<file path="config.mk">
export PLATFORM = sky130hd
export DESIGN_NAME = nibble_adder_seq_flat
export DESIGN_NICKNAME = d
export VERILOG_FILES = /design/src/rtl/nibble_seq_pkg.sv /design/src/rtl/nibble_adder_seq_if.sv /design/src/rtl/fourbitsadder.sv /design/src/rtl/nibble_adder_seq.sv /design/src/flat_wrapper.sv
export SDC_FILE = /design/constraint.sdc
export NUM_CORES = 1
export LEC_CHECK = 0
export BUFFER_PORTS_ARGS = -buffer_cell sky130_fd_sc_hd__buf_2
export CORE_MARGIN = 8
export CORE_UTILIZATION = 59
export DETAILED_ROUTE_END_ITERATION = 12
export PLACE_DENSITY = 0.91
export SLEW_MARGIN = 20
export SYNTH_ARGS = -nofsm -noshare
export SYNTH_HDL_FRONTEND = slang
export SYNTH_SLANG_ARGS = --single-unit
</file>
<file path="constraint.sdc">
create_clock -name clk -period 7.2 [get_ports clk]
set_clock_uncertainty 0.1 [all_clocks]
set_input_delay 1.08 -clock clk [delete_from_list [all_inputs] [get_ports clk]]
set_output_delay 1.08 -clock clk [all_outputs]
set_load 0.03 [all_outputs]
</file>
<file path="src/rtl/nibble_seq_pkg.sv">
// Shared constants for the nibble-serial adder: FSM encoding and index sizing.
package nibble_seq_pkg;

  localparam int unsigned NIB_W = 4;

  typedef logic [1:0] state_t;

  localparam state_t ST_IDLE = 2'd0;
  localparam state_t ST_RUN  = 2'd1;
  localparam state_t ST_DONE = 2'd2;

  // Nibble index width; never below one bit so NIBBLES=1 still has a counter.
  function automatic int unsigned idx_width(input int unsigned nibbles);
    return (nibbles <= 1) ? 1 : $clog2(nibbles);
  endfunction

endpackage

</file>
<file path="src/rtl/nibble_adder_seq_if.sv">
// Start/busy/done handshake plus operand and result buses of the nibble adder.
interface nibble_adder_seq_if #(
  parameter int unsigned NIBBLES = 4
);
  localparam int unsigned W = 4 * NIBBLES;

  logic         start;
  logic [W-1:0] a;
  logic [W-1:0] b;
  logic         cin;
  logic         busy;
  logic         done;
  logic [W-1:0] sum;
  logic         cout;

  modport master (output start, a, b, cin, input busy, done, sum, cout);
  modport slave  (input start, a, b, cin, output busy, done, sum, cout);

endinterface

</file>
<file path="src/rtl/fourbitsadder.sv">
// Plain 4-bit ripple-carry adder shared by every nibble of the sequencer.
module fourbitsadder (
  input  logic [3:0] a,
  input  logic [3:0] b,
  input  logic       Cin,
  output logic       cout,
  output logic [3:0] Sum_total
);

  logic [4:0] c;

  always_comb begin
    c         = '0;
    Sum_total = '0;
    c[0]      = Cin;
    for (int i = 0; i < 4; i++) begin
      Sum_total[i] = a[i] ^ b[i] ^ c[i];
      c[i+1]       = (a[i] & b[i]) | (c[i] & (a[i] ^ b[i]));
    end
  end

  assign cout = c[4];

endmodule

</file>
<file path="src/rtl/nibble_adder_seq.sv">
// Adds two 4*NIBBLES-bit operands one nibble per clock, LSB nibble first,
// reusing a single fourbitsadder with the carry held in a register.
module nibble_adder_seq
  import nibble_seq_pkg::*;
#(
  parameter int unsigned NIBBLES = 4
) (
  input  logic              clk,
  input  logic              rst,
  nibble_adder_seq_if.slave bus
);

  localparam int unsigned W     = NIB_W * NIBBLES;
  localparam int unsigned IDX_W = idx_width(NIBBLES);
  localparam logic [IDX_W-1:0] IDX_LAST = IDX_W'(NIBBLES - 1);

  state_t           state_q;
  state_t           state_d;
  logic [IDX_W-1:0] idx;
  logic             carry_r;
  logic [W-1:0]     a_r;
  logic [W-1:0]     b_r;
  logic [W-1:0]     acc;
  logic [W-1:0]     acc_merged;
  logic [3:0]       nib_a;
  logic [3:0]       nib_b;
  logic [3:0]       nib_sum;
  logic             nib_cout;
  logic             last_c;
  logic             busy_d;
  logic             done_d;

  // Nibble selection for the shared adder; acc_merged is acc with this nibble filled in.
  always_comb begin
    nib_a      = a_r[{idx, 2'b00} +: 4];
    nib_b      = b_r[{idx, 2'b00} +: 4];
    acc_merged = acc;
    acc_merged[{idx, 2'b00} +: 4] = nib_sum;
    last_c     = (idx == IDX_LAST);
  end

  fourbitsadder u_add (
    .a         (nib_a),
    .b         (nib_b),
    .Cin       (carry_r),
    .cout      (nib_cout),
    .Sum_total (nib_sum)
  );

  // State register with registered busy/done decoded from the next state.
  always_ff @(posedge clk) begin
    if (rst) begin
      state_q  <= ST_IDLE;
      bus.busy <= 1'b0;
      bus.done <= 1'b0;
    end else begin
      state_q  <= state_d;
      bus.busy <= busy_d;
      bus.done <= done_d;
    end
  end

  always_comb begin
    state_d = state_q;
    case (state_q)
      ST_IDLE: if (bus.start) state_d = ST_RUN;
      ST_RUN:  if (last_c)    state_d = ST_DONE;
      ST_DONE: state_d = ST_IDLE;
      default: state_d = ST_IDLE;
    endcase
  end

  always_comb begin
    busy_d = 1'b0;
    done_d = 1'b0;
    busy_d = (state_d == ST_RUN);
    done_d = (state_d == ST_DONE);
  end

  // Operand capture, nibble accumulation and final result update.
  always_ff @(posedge clk) begin
    if (rst) begin
      idx      <= '0;
      carry_r  <= 1'b0;
      a_r      <= '0;
      b_r      <= '0;
      acc      <= '0;
      bus.sum  <= '0;
      bus.cout <= 1'b0;
    end else begin
      case (state_q)
        ST_IDLE: begin
          if (bus.start) begin
            a_r     <= bus.a;
            b_r     <= bus.b;
            carry_r <= bus.cin;
            idx     <= '0;
            acc     <= '0;
          end
        end
        ST_RUN: begin
          acc     <= acc_merged;
          carry_r <= nib_cout;
          if (last_c) begin
            bus.sum  <= acc_merged;
            bus.cout <= nib_cout;
          end else begin
            idx <= idx + IDX_W'(1);
          end
        end
        default: ;
      endcase
    end
  end

endmodule

</file>
<file path="src/flat_wrapper.sv">
// flat-port wrapper written by rule: the top's interface ports become plain ports
module nibble_adder_seq_flat import nibble_seq_pkg::*;
#(
  parameter int unsigned NIBBLES = 4
)
  (clk, rst, bus_start, bus_a, bus_b, bus_cin, bus_busy, bus_done, bus_sum, bus_cout);
  nibble_adder_seq_if #(.NIBBLES(NIBBLES)) bus_i ();
  input  logic clk;
  input  logic rst;
  input wire logic [$bits(bus_i.start)-1:0] bus_start;
  input wire logic [$bits(bus_i.a)-1:0] bus_a;
  input wire logic [$bits(bus_i.b)-1:0] bus_b;
  input wire logic [$bits(bus_i.cin)-1:0] bus_cin;
  output wire logic [$bits(bus_i.busy)-1:0] bus_busy;
  output wire logic [$bits(bus_i.done)-1:0] bus_done;
  output wire logic [$bits(bus_i.sum)-1:0] bus_sum;
  output wire logic [$bits(bus_i.cout)-1:0] bus_cout;
  assign bus_i.start = bus_start;
  assign bus_i.a = bus_a;
  assign bus_i.b = bus_b;
  assign bus_i.cin = bus_cin;
  assign bus_busy = bus_i.busy;
  assign bus_done = bus_i.done;
  assign bus_sum = bus_i.sum;
  assign bus_cout = bus_i.cout;
  nibble_adder_seq #(.NIBBLES(NIBBLES)) u_core (.clk(clk), .rst(rst), .bus(bus_i));
endmodule
</file>
==> results of run 1 <==
## power by group
| part | total (mW) | switching, mW | leakage (nW) | internal [mW] |
|---|---|---|---|---|
| clock | 0.364 | 0.165 | 0.108 | 0.199 |
| sequential | 0.424 | 0.0124 | 0.586 | 0.411 |
| combinational | 0.0860 | 0.0509 | 0.809 | 0.0351 |
## through the flow
stage	cells	hold WS (ps)	utilization	total power, mW	setup slack (ps)
floorplan	334	333	-	0.492	4040
global placement	433	339	0.652	0.511	3720
detailed placement	433	348	0.652	0.514	3530
CTS	449	358	0.696	0.874	3540
global route	450	380	0.703	0.907	3310
finish	450	362	0.703	0.873	3510
## final timing paths
| check | from | endpoint | slack, ps | depth (start not counted) |
|---|---|---|---|---|
| setup / recovery | u_core.idx[0]$_SDFFE_PP0P_ | u_core.bus.sum[15]$_SDFFE_PP0P_ | 3510 | 11 |
| hold / removal | u_core.a_r[14]$_SDFFE_PP0P_ | u_core.a_r[14]$_SDFFE_PP0P_ | 360 | 2 |
| hold reg to reg | u_core.a_r[14]$_SDFFE_PP0P_ | u_core.a_r[14]$_SDFFE_PP0P_ | 360 | 2 |
| setup reg to reg | u_core.idx[0]$_SDFFE_PP0P_ | u_core.bus.sum[15]$_SDFFE_PP0P_ | 3510 | 11 |
## worst register-to-register path, cell delays in order (launching register included)
cell      delay, ps
dfxtp_1         880
mux4_2          600
inv_1            90
fa_1            160
inv_1            50
fa_1            360
inv_1            80
fa_1            160
inv_1            60
fa_1            540
a221oi_1        360
nor3_1           90
## layout make-up
class	instances	area, um2
fillers	384	1520
multi-input cells	220	1490
flip-flops and latches	72	1440
repair buffers	55	285
clock buffers	9	124
clock inverters	7	104
well taps	70	87.6
inverters	17	63.8
## per-layer routing
metal  part of all wire  up-vias  wire (um)
met5                  0        -          0
met4              0.022        0        163
met3              0.054       17        393
met2               0.51       78       3770
met1               0.41     1216       3010
li1                   -     1247          -
## flip-flops by register name, summed over array words and instances (netlist names)
name	count
u_core.idx	2
u_core.b_r	16
u_core.state_q	2
u_core.acc	16
u_core.bus.busy	1
u_core.carry_r	1
u_core.bus.cout	1
u_core.bus.done	1
u_core.bus.sum	16
u_core.a_r	16
## cells in the mapped netlist
cell and count:
or3b_1 2, inv_1 17, nor3_1 16, nand2b_1 1, and3_1 1, mux4_2 8, mux2_2 4, dfxtp_1 72
ha_1 6, and4b_1 1, buf_6 5, clkbuf_1 6, and3b_1 1, a221oi_1 17, a22o_1 16, buf_4 3
buf_1 1, nand3b_4 1, nor3b_2 1, a31oi_1 2, clkbuf_2 1, mux2i_1 1, nor3b_1 1, nand3_1 2
buf_2 9, fa_1 4, a211oi_1 2, and2_1 2, a21oi_1 38, nor2_1 21, nand2_1 68, o21bai_1 1
nor4bb_1 3
## cell families after synthesis
kind of cell             count (synthesis)  share of synthesized area
AO/OA/AOI/OAI                           76                      0.165
adder cells (fa/ha/maj)                 10                     0.0497
buffers and inverters                   42                     0.0702
flip-flops                              72                      0.462
multiplexers                            13                     0.0754
AND/OR/NAND/NOR                        121                      0.178
==> flow_summary_export.csv, run 1 <==
group,metric,value,unit
global_route,grt_max_degree,63,
global_route,grt_use_met3,0.0631,
global_route,antenna_found_initial,0,
cts,cts.sinks,72,
hold_path,min_path_type,"reg2reg",
critical_path,path_cells,"mux4_2 -> inv_1 -> fa_1 -> inv_1 -> fa_1 -> inv_1 -> fa_1 -> inv_1 -> fa_1 -> a221oi_1 -> nor3_1",
place,gp_congestion,0.890,
synthesis,yosys_warnings,0,
drt,detail_route.first_pass.iterations,4,
synthesis,ys_ff_latch,72,
global_route,met2_usage,0.333,
cts,post_cts_resized,0,
timing,setup_viol,0,
synthesis,synth_area,3120,um2
global_route,grt_pass1_wl,11900,um
status,status,"finished clean",
synthesis,synth_top_area_frac,0.462,
timing,fin_crit_sh,0.512,
drt,wl,7340,um
critical_path,cp_top_family,"adder cells",
synthesis,synth.avg_cell_area,9.34,um2
die,dieArea,7870,um2
layout,nets,421,
synthesis,synth_area_leaders,"dfxtp_1 (46%), nand2_1 (8.2%), a21oi_1 (6.1%), mux4_2 (5.8%), a221oi_1 (4.8%)",
layout,area_delta_synth_final,15.1,%
power,power_density,243,nW/um2
global_route,grt_usage,0.200,
global_route,grt_pass1_vias,2549,
cts,insertion_delay,360,ps
run,maxCapViolations,0,
timing,hold_viol_final,0,
timing,rsz0062_at_grt,"false",
layout,drive_gt1_frac,0.232,
synthesis,synth_cells,334,
drt,ant_nets,0,
die,pin_count,55,
critical_path,cp_max_fo,18,
die,start_util,0.611,
global_route,met1_usage,0.222,
cts,cts_root_buffer,"clkbuf_8",
synthesis,synth_top_area_cell,"dfxtp_1",
synthesis,yosys.cell_types.count,33,
cts,cts_tree,"built",
critical_path,crit_slowest_cell,"dfxtp_1",
die,core_region_area,5110,um2
cts,cts.clk_slew.worst_paths,80,ps
critical_path,crit_path_end_kind,"flip-flop",
cts,cts-hold-fix-buffers,0,
synthesis,syn_nets,380,
cts,cts_buffers,9,
synthesis,ys_seq_area_frac,0.462,
power,vdd_ir_drop_max,0.000140,V
critical_path,max_stage_delay,880,ps
layout,fin_area,3590,um2
drt,vias,2558,
drt,wl_per_cell,16.3,um
layout,final_cell_mix,"dfxtp_1 (72), nand2_1 (68), buf_2 (54)",
timing,tns,0,ps
cts,cts_setup_buffers,0,
cts,cts_buffer_depth,2,
drt,drt-vias-per-instance,5.68,
cts,h-tree-depth,3,
timing,slew_viol_final,0,
timing,worstMarginPinSlew,1080,ps
critical_path,worstSetupPathType,"reg2reg",
die,die_y,88.7,um
place,post_dp_cell_area,3330,um2
place,port-buffer-count,54,
critical_path,cp.buffers_inverters,4,
critical_path,required,7300,ps
layout,final_common_cell,"dfxtp_1",
timing,slew_headroom,0.281,
die,die_w,88.7,um
drt,drc,0,
power,p_leak,1.50,nW
timing,period_minus_slack,3690,ps
die,placementRows,26,
critical_path,cp.arrival,3790,ps
layout,diodes,0,
timing,fmax,271,MHz
place,dp_hpwl,5010,um
drt,drt_iter0_markers,206,
global_route,busiest_layer,"met2",
critical_path,start_kind,"flip-flop",
global_route,overflow,0,
(Power assumes the default switching activity.)
==> run 2, diff against run 1 <==
Settings changed: CORE_UTILIZATION 59 to 55, PLACE_DENSITY 0.91 to 0.86.
Clock period 7.2 ns to 3.73 ns, I/O delays scaled along.
==> flow_summary_export.csv, run 2 (same netlist as run 1, synthesis figures left out) <==
group,metric,value,unit
global_route,busiest_layer,"met2",
critical_path,cp.arrival,3490,ps
layout,drive_gt1_frac,0.234,
drt,drt-vias-per-instance,5.66,
timing,hold_viol_final,0,
timing,period_minus_slack,3340,ps
drt,wl_per_cell,16.3,um
cts,cts-hold-fix-buffers,0,
layout,final_cell_mix,"dfxtp_1 (72), nand2_1 (68), buf_2 (53)",
global_route,met1_usage,0.214,
global_route,grt_use_met3,0.0741,
drt,ant_nets,0,
cts,cts_setup_buffers,0,
cts,cts.sinks,72,
cts,cts_root_buffer,"clkbuf_8",
die,start_util,0.567,
drt,drc,0,
cts,insertion_delay,350,ps
cts,cts.clk_slew.worst_paths,80,ps
place,dp_hpwl,5050,um
hold_path,min_path_type,"in2reg",
place,gp_congestion,0.930,
die,dieArea,8340,um2
global_route,grt_pass1_wl,12300,um
global_route,grt_usage,0.182,
die,pin_count,55,
drt,wl,7460,um
timing,rsz0062_at_grt,"false",
global_route,overflow,0,
critical_path,crit_path_end_kind,"flip-flop",
cts,cts_buffers,9,
global_route,antenna_found_initial,0,
global_route,met2_usage,0.285,
cts,h-tree-depth,3,
die,core_region_area,5510,um2
power,vdd_ir_drop_max,0.000299,V
layout,regArea,1440,um2
layout,fill_cells,427,
place,port-buffer-count,54,
critical_path,required,3880,ps
layout,final_common_cell,"dfxtp_1",
timing,setup_viol,0,
layout,nets,426,
cts,post_cts_resized,0,
critical_path,cp_max_fo,11,
critical_path,crit_slowest_cell,"dfxtp_1",
power,power_density,466,nW/um2
global_route,grt_pass1_vias,2602,
critical_path,start_kind,"flip-flop",
cts,cts_buffer_depth,2,
layout,post-route-util,0.656,
layout,multi_input_area,1470,um2
power,p_leak,1.54,nW
timing,slew_headroom,0.351,
die,die_y,91.3,um
critical_path,path_cells,"mux4_2 -> inv_1 -> fa_1 -> inv_1 -> fa_1 -> inv_1 -> fa_1 -> inv_1 -> fa_1 -> and2_1 -> a22o_1",
global_route,grt_max_degree,63,
drt,drt_iter0_markers,246,
critical_path,rrSetupSlack,390,ps
layout,diodes,0,
timing,fmax,299,MHz
status,status,"finished clean",
timing,slew_viol_final,0,
layout,area_delta_synth_final,15.8,%
timing,worstMarginPinSlew,974,ps
die,placementRows,27,
drt,detail_route.first_pass.iterations,4,
die,die_w,91.3,um
critical_path,worstSetupPathType,"reg2reg",
timing,tns,0,ps
run,maxCapViolations,0,
drt,vias,2587,
critical_path,max_stage_delay,630,ps
timing,fin_crit_sh,0.895,
cts,cts_tree,"built",
-- run 2: cell types whose count changed in the layout (fill, tap and decap cells not counted) --
| cell | previous run | this run |
|---|---|---|
| buf_4 | 0 | 6 |
| buf_6 | 0 | 1 |
| clkbuf_8 | 9 | 10 |
| buf_8 | 1 | 0 |
| clkinv_4 | 1 | 2 |
| buf_2 | 54 | 53 |
| clkinv_2 | 0 | 1 |
| nor4bb_1 | 0 | 3 |
| clkinvlp_4 | 2 | 0 |
| nor4bb_2 | 3 | 0 |
| inv_8 | 1 | 0 |
-- run 2: area by class of cell --
type,instances,area share
flip-flops and latches,72,0.399
clock buffers,10,0.0381
clock inverters,6,0.0253
well taps,72,0.0249
multi-input cells,220,0.406
repair buffers,60,0.0890
inverters,17,0.0177
-- run 2: per-layer routing --
| layer | routed length (um) | part of all wire | up-vias |
|---|---|---|---|
| met4 | 188 | 0.025 | 0 |
| met1 | 3190 | 0.43 | 1213 |
| met5 | 0 | 0 | - |
| met2 | 3590 | 0.48 | 100 |
| li1 | - | - | 1254 |
| met3 | 493 | 0.066 | 20 |
-- run 2: through the flow --
| stage | power (mW) | instance area (um2) | hold slack (ps) | std cells | setup WS, ps |
|---|---|---|---|---|---|
| floorplan | 0.950 | 3120 | 333 | 334 | 568 |
| global placement | 0.992 | 3370 | 342 | 440 | 474 |
| detailed placement | 0.998 | 3370 | 349 | 440 | 397 |
| CTS | 1.69 | 3600 | 328 | 456 | 385 |
| global route | 1.75 | 3610 | 329 | 457 | 146 |
| finish | 1.68 | 3610 | 336 | 457 | 390 |
-- run 2: final timing paths --
kind | cells after the start | startpoint | to
setup reg to reg | 11 | u_core.idx[0]$_SDFFE_PP0P_ | u_core.acc[3]$_SDFFE_PP0P_
setup / recovery | 11 | u_core.idx[0]$_SDFFE_PP0P_ | u_core.acc[3]$_SDFFE_PP0P_
hold reg to reg | 2 | u_core.b_r[11]$_SDFFE_PP0P_ | u_core.b_r[11]$_SDFFE_PP0P_
hold / removal | 3 | bus_a[3] | u_core.a_r[3]$_SDFFE_PP0P_
-- run 2: where the power goes --
part / internal [mW] / switching [mW]
Sequential: 0.794 / 0.0208
Combinational: 0.0697 / 0.102
Clock: 0.398 / 0.300
-- run 2: critical path: cells and delay by family, from the launching register on --
family | cells | cell delay (ps)
flip-flops | 1 | 630
AND/OR/NAND/NOR | 1 | 230
buffers and inverters | 4 | 280
multiplexers | 1 | 560
adder cells (fa/ha/maj) | 4 | 1210
AO/OA/AOI/OAI | 1 | 240
